**src/rtl/mux4_rr_arbiter.sv**
```systemverilog
// Four-requester round-robin arbiter with burst locking. It drives a shared 4:1 data mux
// into a single-entry output register that supports ready/valid backpressure.
module mux4_rr_arbiter #(
   parameter int in_width  = 8,
   parameter int MAX_BURST = 4
) (
   input  logic                clk,
   input  logic                rst_n,
   input  logic [3:0]          req,
   input  logic [3:0]          lock,
   input  logic [in_width-1:0] data0,
   input  logic [in_width-1:0] data1,
   input  logic [in_width-1:0] data2,
   input  logic [in_width-1:0] data3,
   output logic [3:0]          gnt,
   output logic [1:0]          select,
   output logic                out_valid,
   input  logic                out_ready,
   output logic [in_width-1:0] output0,
   output logic [1:0]          out_src
);

   localparam int CW = $clog2(MAX_BURST + 1);

   typedef enum logic {
      IDLE   = 1'b0,
      LOCKED = 1'b1
   } state_t;

   state_t              r_state, w_state_next;
   logic [1:0]          r_owner, w_owner_next;
   logic [CW-1:0]       r_burst_cnt, w_burst_cnt_next;
   logic [1:0]          r_last;
   logic                r_out_valid;
   logic [in_width-1:0] r_output0;
   logic [1:0]          r_out_src;

   logic                w_slot_free;
   logic [3:0]          w_owner_oh;
   logic [3:0]          w_eligible;
   logic [1:0]          w_rr_winner;
   logic [1:0]          w_winner;
   logic                w_capture;
   logic [CW-1:0]       w_burst_inc;
   logic [in_width-1:0] w_data [4];

   assign w_data[0] = data0;
   assign w_data[1] = data1;
   assign w_data[2] = data2;
   assign w_data[3] = data3;

   assign w_slot_free = !r_out_valid || out_ready;
   assign w_owner_oh  = 4'(1) << r_owner;
   assign w_eligible  = (r_state == LOCKED) ? (req & w_owner_oh) : req;
   assign w_capture   = w_slot_free && (|w_eligible);
   assign w_burst_inc = r_burst_cnt + CW'(1);

   // Scan from the farthest candidate back to last+1 so the nearest set request wins.
   always_comb begin
      logic [1:0] idx;
      w_rr_winner = r_last;
      idx         = r_last;
      for (int k = 4; k >= 1; k--) begin
         idx = r_last + 2'(k);
         if (req[idx]) begin
            w_rr_winner = idx;
         end
      end
   end

   assign w_winner = (r_state == LOCKED) ? r_owner : w_rr_winner;
   assign select   = w_capture ? w_winner : r_last;
   assign gnt      = w_capture ? (4'(1) << w_winner) : 4'b0000;

   always_comb begin
      w_state_next     = r_state;
      w_owner_next     = r_owner;
      w_burst_cnt_next = r_burst_cnt;
      case (r_state)
         IDLE: begin
            if (w_capture && lock[w_winner]) begin
               w_state_next     = LOCKED;
               w_owner_next     = w_winner;
               w_burst_cnt_next = CW'(1);
            end
         end
         LOCKED: begin
            if (w_capture) begin
               if ((w_burst_inc < CW'(MAX_BURST)) && lock[r_owner]) begin
                  w_burst_cnt_next = w_burst_inc;
               end else begin
                  w_state_next     = IDLE;
                  w_burst_cnt_next = '0;
               end
            end else if (!req[r_owner] || !lock[r_owner]) begin
               w_state_next     = IDLE;
               w_burst_cnt_next = '0;
            end
            // Otherwise the owner is stalled by backpressure and keeps its burst count.
         end
         default: begin
            w_state_next     = IDLE;
            w_burst_cnt_next = '0;
         end
      endcase
   end

   always_ff @(posedge clk) begin
      if (!rst_n) begin
         r_state     <= IDLE;
         r_owner     <= 2'd0;
         r_burst_cnt <= '0;
      end else begin
         r_state     <= w_state_next;
         r_owner     <= w_owner_next;
         r_burst_cnt <= w_burst_cnt_next;
      end
   end

   always_ff @(posedge clk) begin
      if (!rst_n) begin
         r_out_valid <= 1'b0;
         r_output0   <= '0;
         r_out_src   <= 2'd0;
         r_last      <= 2'd3;
      end else if (w_capture) begin
         r_out_valid <= 1'b1;
         r_output0   <= w_data[select];
         r_out_src   <= w_winner;
         r_last      <= w_winner;
      end else if (r_out_valid && out_ready) begin
         r_out_valid <= 1'b0;
      end
   end

   assign out_valid = r_out_valid;
   assign output0   = r_output0;
   assign out_src   = r_out_src;

endmodule

```
**config.mk**
```make
export PLATFORM = sky130hd
export DESIGN_NAME = mux4_rr_arbiter
export DESIGN_NICKNAME = d
export VERILOG_FILES = /design/src/rtl/mux4_rr_arbiter.sv
export SDC_FILE = /design/constraint.sdc
export NUM_CORES = 1
export LEC_CHECK = 0
export BUFFER_PORTS_ARGS = -buffer_cell sky130_fd_sc_hd__buf_2
export CORE_UTILIZATION = 49
export DETAILED_ROUTE_END_ITERATION = 6
export PLACE_DENSITY = 0.87
export SETUP_SLACK_MARGIN = 0.2
export SYNTH_ARGS = -nofsm -noshare
export SYNTH_HDL_FRONTEND = slang
export SYNTH_SLANG_ARGS = --single-unit
```
**constraint.sdc**
```tcl
create_clock -name clk -period 7 [get_ports clk]
set_clock_uncertainty 0.15 [all_clocks]
set_input_delay 1.4 -clock clk [delete_from_list [all_inputs] [get_ports clk]]
set_output_delay 1.4 -clock clk [all_outputs]
set_load 0.02 [all_outputs]
```
==> flow_summary.json, run 1 <==
{
  "outcome": "finished clean",
  "synth-edff-count": 0,
  "final_util_pct": 64.2,
  "async_reset_ff_share_pct": 0,
  "synth_area_per_cell_um2": 8.31,
  "drt_iter0_markers": 19,
  "syn_nets": 196,
  "post_cts_resized": 0,
  "ys.flop_type": "dfxtp_1",
  "final_cell_mix": "buf_2 (59), nand2_1 (19), dfxtp_1 (19)",
  "worstPathRequired_ps": 5450,
  "p_seq_share_pct": 27.3,
  "clockRootBuffer": "clkbuf_4",
  "final_common_cell": "buf_2",
  "numCtsBuffers": 3,
  "p_clk_share_pct": 8.1,
  "grt_pass1_vias": 1195,
  "clkLatencyLatePin_ps": 290,
  "die_h_um": 52.8,
  "dp_hpwl_um": 2330,
  "design.die.area_um2": 2780,
  "slowest_stage": "mux4_2",
  "p_int_uw": 339,
  "netlist_area_um2": 1260,
  "gp_congestion": 0.834,
  "path_max_fanout": 18,
  "combPwrFrac_pct": 64.5,
  "max_freq_mhz": 219,
  "grt_pass1_wl_um": 4840,
  "drc": 0,
  "io_pins": 60,
  "crit_path_cell_trace": "buf_2 -> mux4_2 -> nand2b_4 -> and3_4 -> mux2i_4 -> inv_1 -> buf_2",
  "clock-sinks": 19,
  "crit_path_start_kind": "input pin",
  "overflow": 0,
  "fin_crit_ps": 4570,
  "cts_tree": "built",
  "worstSetupPathType": "input pin to output port",
  "nets": 253,
  "cts.clk_slew.worst_paths_ps": 110,
  "cpPeakStageDelay_ps": 500,
  "setup_viol": 0,
  "clockBufferDepth": 2,
  "seq_area_frac_synth_pct": 30.1,
  "swShare_pct": 48.7,
  "grt_use_total_pct": 23.3,
  "r2r_slack_ps": 4320,
  "top_layer": "met4",
  "syn_inst": 152,
  "cts_setup_buffers": 0,
  "dr.pass1.iters": 4,
  "port_buffers": 59,
  "ys_ff_latch": 19,
  "ant_nets": 0,
  "start_util_pct": 51.4,
  "die_width_um": 52.8,
  "crit_top_cell": "buf_2",
  "cp-end-kind": "output port",
  "wl_per_cell_um": 12.7,
  "vias_per_cell": 5.57,
  "syn_to_final_growth_pct": 24.9,
  "rsz0062_at_grt": "no",
  "antenna_found_initial": 0,
  "yosysUniqueCellTypes": 36,
  "peakVddDrop_uv": 244,
  "final_layout_size_suffix_gt1_share_pct": 33.2,
  "drv_cap": 0,
  "drt-met1-wl_um": 1330,
  "leakage_nw": 0.774,
  "rows": 18,
  "h-tree-depth": 1,
  "vias": 1325,
  "cp_data_arrival_time_ps": 3020,
  "grt_max_degree": 28,
  "p_per_area_nw_per_um2": 420,
  "p_sw_uw": 323,
  "wl_met3_um": 236,
  "routed_wl_um": 3020,
  "final.setup.tns_ps": 0,
  "hold_path_class": "flip-flop to flip-flop",
  "maxSlewViolCount": 0,
  "tightest_slew_ps": 897,
  "core_um2": 2450,
  "wl_met2_um": 1440,
  "yosysWarnings": 0,
  "postCtsHoldBufs": 0,
  "post-route-period-util_pct": 65.2,
  "hold_viol": 0,
  "n_antenna_cell": 0,
  "relSlewSlack_pct": 40.2
}
==> area by class of cell <==
class	instances	area [µm²]
well taps	30	37.5
repair buffers	59	295
flip-flops and latches	19	380
clock buffers	4	26.3
fillers	218	878
multi-input cells	119	811
inverters	7	26.3
==> flip-flops by register name, indices dropped and copies added, names as in the netlist <==
register / count
output0: 8
r_burst_cnt: 3
out_src: 2
r_last: 2
r_owner: 2
out_valid: 1
r_state: 1
==> worst paths after layout <==
| path | start | end | cells after the start |
|---|---|---|---|
| min | out_src[0]$_SDFFE_PN0P_ | out_src[0]$_SDFFE_PN0P_ | 2 |
| max reg2reg | r_last[0]$_SDFF_PN1_ | r_owner[0]$_SDFFE_PN0P_ | 6 |
| min reg2reg | out_src[0]$_SDFFE_PN0P_ | out_src[0]$_SDFFE_PN0P_ | 2 |
| max | req[3] | select[0] | 7 |
==> power groups by stage <==
| stage | Clock (mW) | Sequential, mW | Combinational, mW |
|---|---|---|---|
| final | 0.0539 | 0.181 | 0.427 |
| after global placement | 0 | 0.182 | 0.422 |
| after global routing | 0.0605 | 0.186 | 0.472 |
| after detailed placement | 0 | 0.183 | 0.427 |
| after CTS | 0.0564 | 0.181 | 0.429 |
| after floorplan | 0 | 0.200 | 0.320 |
==> Yosys cell counts, drive strengths merged (3+ instances only) <==
cell / instances / share of area (%)
or3: 10 / 5.0
mux2i: 11 / 9.7
buf: 7 / 3.6
o21ai: 4 / 1.6
nand2: 19 / 5.6
and3: 3 / 1.9
dfxtp: 19 / 30
nand2b: 6 / 3.6
a32o: 9 / 7.1
nor2: 17 / 5.1
inv: 7 / 2.1
a21oi: 16 / 6.3
==> layer usage <==
| metal | global-route usage (%) | vias up |
|---|---|---|
| met3 | 4.06 | 2 |
| met2 | 41.4 | 57 |
| met5 | 0 | - |
| met1 | 27.6 | 590 |
| met4 | 8.33 | 0 |
| li1 | - | 676 |
==> through the flow <==
step           std cells  worst slack, ps  hold slack [ps]  cell area [µm²]  total power [mW]
2_1_floorplan        152             2690              272             1260             0.520
6_report             238             2430              312             1580             0.662
4_1_cts              238             2430              313             1580             0.666
3_5_place_dp         234             2450              298             1550             0.610
5_1_grt              238             2270              337             1580             0.719
3_3_place_gp         234             2470              282             1550             0.604
==> worst max-delay path: cells and delay by family <==
kind,cells,cell delay [ps]
buf+inv,3,370
mux,2,890
simple gates,2,360
==> cell families after synthesis <==
group	after synthesis	synth area share, %
compound gates	43	25.5
xor+xnor	1	0.694
fa+ha+maj	1	0.991
buf+inv	14	5.65
flops	19	30.1
mux	13	13.3
simple gates	61	23.8
(Power assumes the default switching activity.)
==> run 2: changes to the inputs <==
--- a/config.mk
+++ b/config.mk
@@ -5,10 +5,11 @@
 export SDC_FILE = /design/constraint.sdc
 export NUM_CORES = 1
 export LEC_CHECK = 0
+export ABC_AREA = 1
 export BUFFER_PORTS_ARGS = -buffer_cell sky130_fd_sc_hd__buf_2
-export CORE_UTILIZATION = 49
+export CORE_UTILIZATION = 45
 export DETAILED_ROUTE_END_ITERATION = 6
-export PLACE_DENSITY = 0.87
+export PLACE_DENSITY = 0.79
 export SETUP_SLACK_MARGIN = 0.2
 export SYNTH_ARGS = -nofsm -noshare
 export SYNTH_HDL_FRONTEND = slang
==> constraint.sdc (replaced) <==
create_clock -name clk -period 4 [get_ports clk]
set_clock_uncertainty 0.15 [all_clocks]
set_input_delay 0.8 -clock clk [delete_from_list [all_inputs] [get_ports clk]]
set_output_delay 0.8 -clock clk [all_outputs]
set_load 0.02 [all_outputs]
==> run 2 against run 1 <==
  * Critical path depth is 4 higher
  * Synthesized cell count grew 75%
  * Area after synthesis rose by 31%
  * Highest routed layer unchanged
  * Sequential cell count unchanged
  * Global-route usage shrank 2.3 points
  * Count of clock-buffer cells in the layout decreased by 1
==> flow_summary.json, run 2 <==
{
  "clock-sinks": 19,
  "finish.instance_area_um2": 1990,
  "leakage_nw": 1.14,
  "synth_area_per_cell_um2": 6.24,
  "h-tree-depth": 1,
  "setup_viol": 0,
  "synthAdderAreaFrac_pct": 0.754,
  "grt_pass1_vias": 1561,
  "syn_inst": 266,
  "final_util_pct": 57.7,
  "relSlewSlack_pct": 70.4,
  "netlist_area_um2": 1660,
  "fin_crit_ps": 3230,
  "slowest_stage": "dfxtp_1",
  "p_sw_uw": 986,
  "drc": 0,
  "cpPeakStageDelay_ps": 510,
  "yosysUniqueCellTypes": 31,
  "drv_cap": 0,
  "yosysWarnings": 0,
  "max_freq_mhz": 310,
  "rows": 21,
  "cts_setup_buffers": 0,
  "postCtsHoldBufs": 0,
  "gp_congestion": 0.915,
  "crit_path_cell_trace": "inv_2 -> nand2_2 -> nand2_1 -> a21oi_2 -> a21oi_2 -> nand2_1 -> nand2_4 -> inv_4 -> nand2_2 -> o21ai_4 -> buf_2",
  "port_buffers": 59,
  "vias_per_cell": 5.01,
  "ys_ff_latch": 19,
  "final_cell_mix": "nand2_1 (68), buf_2 (59), nand3_1 (40)",
  "hold_path_class": "flip-flop to flip-flop",
  "p_seq_share_pct": 18.7,
  "async_reset_ff_share_pct": 0,
  "cts.clk_slew.worst_paths_ps": 70,
  "dp_hpwl_um": 3100,
  "vias": 1838,
  "dpl-instance-area_um2": 1940,
  "clkLatencyLatePin_ps": 260,
  "final.setup.tns_ps": 0,
  "ys.flop_type": "dfxtp_1",
  "tightest_slew_ps": 443,
  "outcome": "finished clean",
  "start_util_pct": 48.2,
  "post_cts_resized": 0,
  "synth-simple-area-share_pct": 52.6,
  "wl_per_cell_um": 11.0,
  "combPwrFrac_pct": 73.5,
  "dr.pass1.iters": 4,
  "worstPathRequired_ps": 3050,
  "io_pins": 60,
  "overflow": 0,
  "synth.area.top_cells": "dfxtp_1 (23%), nand2_1 (15%), nand3_1 (12%), inv_1 (8.1%), nand3b_1 (7.7%)",
  "post-route-period-util_pct": 80.6,
  "cp-end-kind": "output port",
  "worstSetupPathType": "flip-flop to output port",
  "antenna_found_initial": 0,
  "ant_nets": 0,
  "synth_top_family_by_area": "simple AND/OR/NAND/NOR gates",
  "drt_iter0_markers": 177,
  "design.die.area_um2": 3930,
  "largest_reg_flops": 8,
  "final_layout_size_suffix_gt1_share_pct": 29.3,
  "hold_viol": 0,
  "core_um2": 3440,
  "grt_pass1_wl_um": 6640,
  "path_max_fanout": 25,
  "synth_compound_area_share_pct": 9.20,
  "synthMuxAreaShare_pct": 0,
  "grt_use_total_pct": 21.0,
  "rsz0062_at_grt": "no",
  "maxSlewViolCount": 0,
  "p_clk_share_pct": 7.7,
  "clockRootBuffer": "clkbuf_8",
  "cts_tree": "built",
  "synth.most_common_cell": "nand2_1",
  "p_per_area_nw_per_um2": 874,
  "syn_to_final_growth_pct": 19.8,
  "synth_top_area_share_pct": 22.9,
  "die_width_um": 62.7,
  "nets": 366,
  "cp_data_arrival_time_ps": 2280,
  "seq_area_frac_synth_pct": 22.9,
  "synth-xor-area-share_pct": 0,
  "synth-edff-count": 0,
  "peakVddDrop_uv": 318,
  "synth.cells.most_frequent": "nand2_1 (68), nand3_1 (40), inv_1 (36)",
  "numCtsBuffers": 3,
  "routed_wl_um": 4040,
  "final_common_cell": "nand2_1",
  "swShare_pct": 56.8,
  "clockBufferDepth": 2,
  "grt_max_degree": 26,
  "n_antenna_cell": 0,
  "crit_path_start_kind": "flip-flop",
  "p_int_uw": 751,
  "synth_top_cell_by_area": "dfxtp_1",
  "die_h_um": 62.7,
  "syn_nets": 310
}
## run 2: routing by layer
layer	up-vias	track usage [%]	wire length (µm)
met1	816	26.6	1860
met5	-	0	0
met3	7	3.83	192
met4	0	7.56	61
li1	955	-	-
met2	60	35.3	1930
## run 2: power groups by stage
| stage | clock network, mW | logic [mW] | registers, mW |
|---|---|---|---|
| finish | 0.134 | 1.28 | 0.326 |
| detailed placement | 0 | 1.27 | 0.327 |
| CTS | 0.136 | 1.28 | 0.323 |
| global route | 0.149 | 1.42 | 0.335 |
| global placement | 0 | 1.26 | 0.328 |
| floorplan | 0 | 1.03 | 0.354 |
## run 2: final timing paths
| path | to | depth (start not counted) | startpoint | slack [ps] |
|---|---|---|---|---|
| worst max-delay path | select[1] | 11 | r_owner[0]$_SDFFE_PN0P_ | 770 |
| worst min-delay path | r_burst_cnt[2]$_SDFFE_PN0P_ | 2 | r_burst_cnt[2]$_SDFFE_PN0P_ | 320 |
| worst max register to register | output0[1]$_SDFFE_PN0P_ | 15 | r_owner[0]$_SDFFE_PN0P_ | 1500 |
| worst min register to register | r_burst_cnt[2]$_SDFFE_PN0P_ | 2 | r_burst_cnt[2]$_SDFFE_PN0P_ | 320 |
## run 2: final cells by class
cell class              instances  area (µm²)
clock buffers                   3        41.3
inverters                      43         169
flip-flops and latches         19         380
well taps                      46        57.6
fillers                       346        1460
clock inverters                 1        5.00
repair buffers                 59         295
multi-input cells             196        1040
## run 2: kinds of logic (layout without fill, tap and decap cells)
logic type,after synthesis,in the layout
simple gates,171,171
buf+inv,51,106
compound gates,24,24
flops,19,19
fa+ha+maj,1,1
## run 2: worst max-delay path: cells and delay by family, from the launching register on
family                 cells  cell delay, ps
AO/OA/AOI/OAI              3             340
flip-flops                 1             510
AND/OR/NAND/NOR            5             580
buffers and inverters      3             580
## run 2: metrics by stage
step | hold WS [ps] | total power, mW | setup WS, ps | instances
4_1_cts | 323 | 1.74 | 776 | 367
5_1_grt | 350 | 1.90 | 618 | 367
2_1_floorplan | 294 | 1.38 | 1090 | 266
3_5_place_dp | 311 | 1.60 | 856 | 363
3_3_place_gp | 307 | 1.58 | 873 | 363
6_report | 321 | 1.74 | 775 | 367
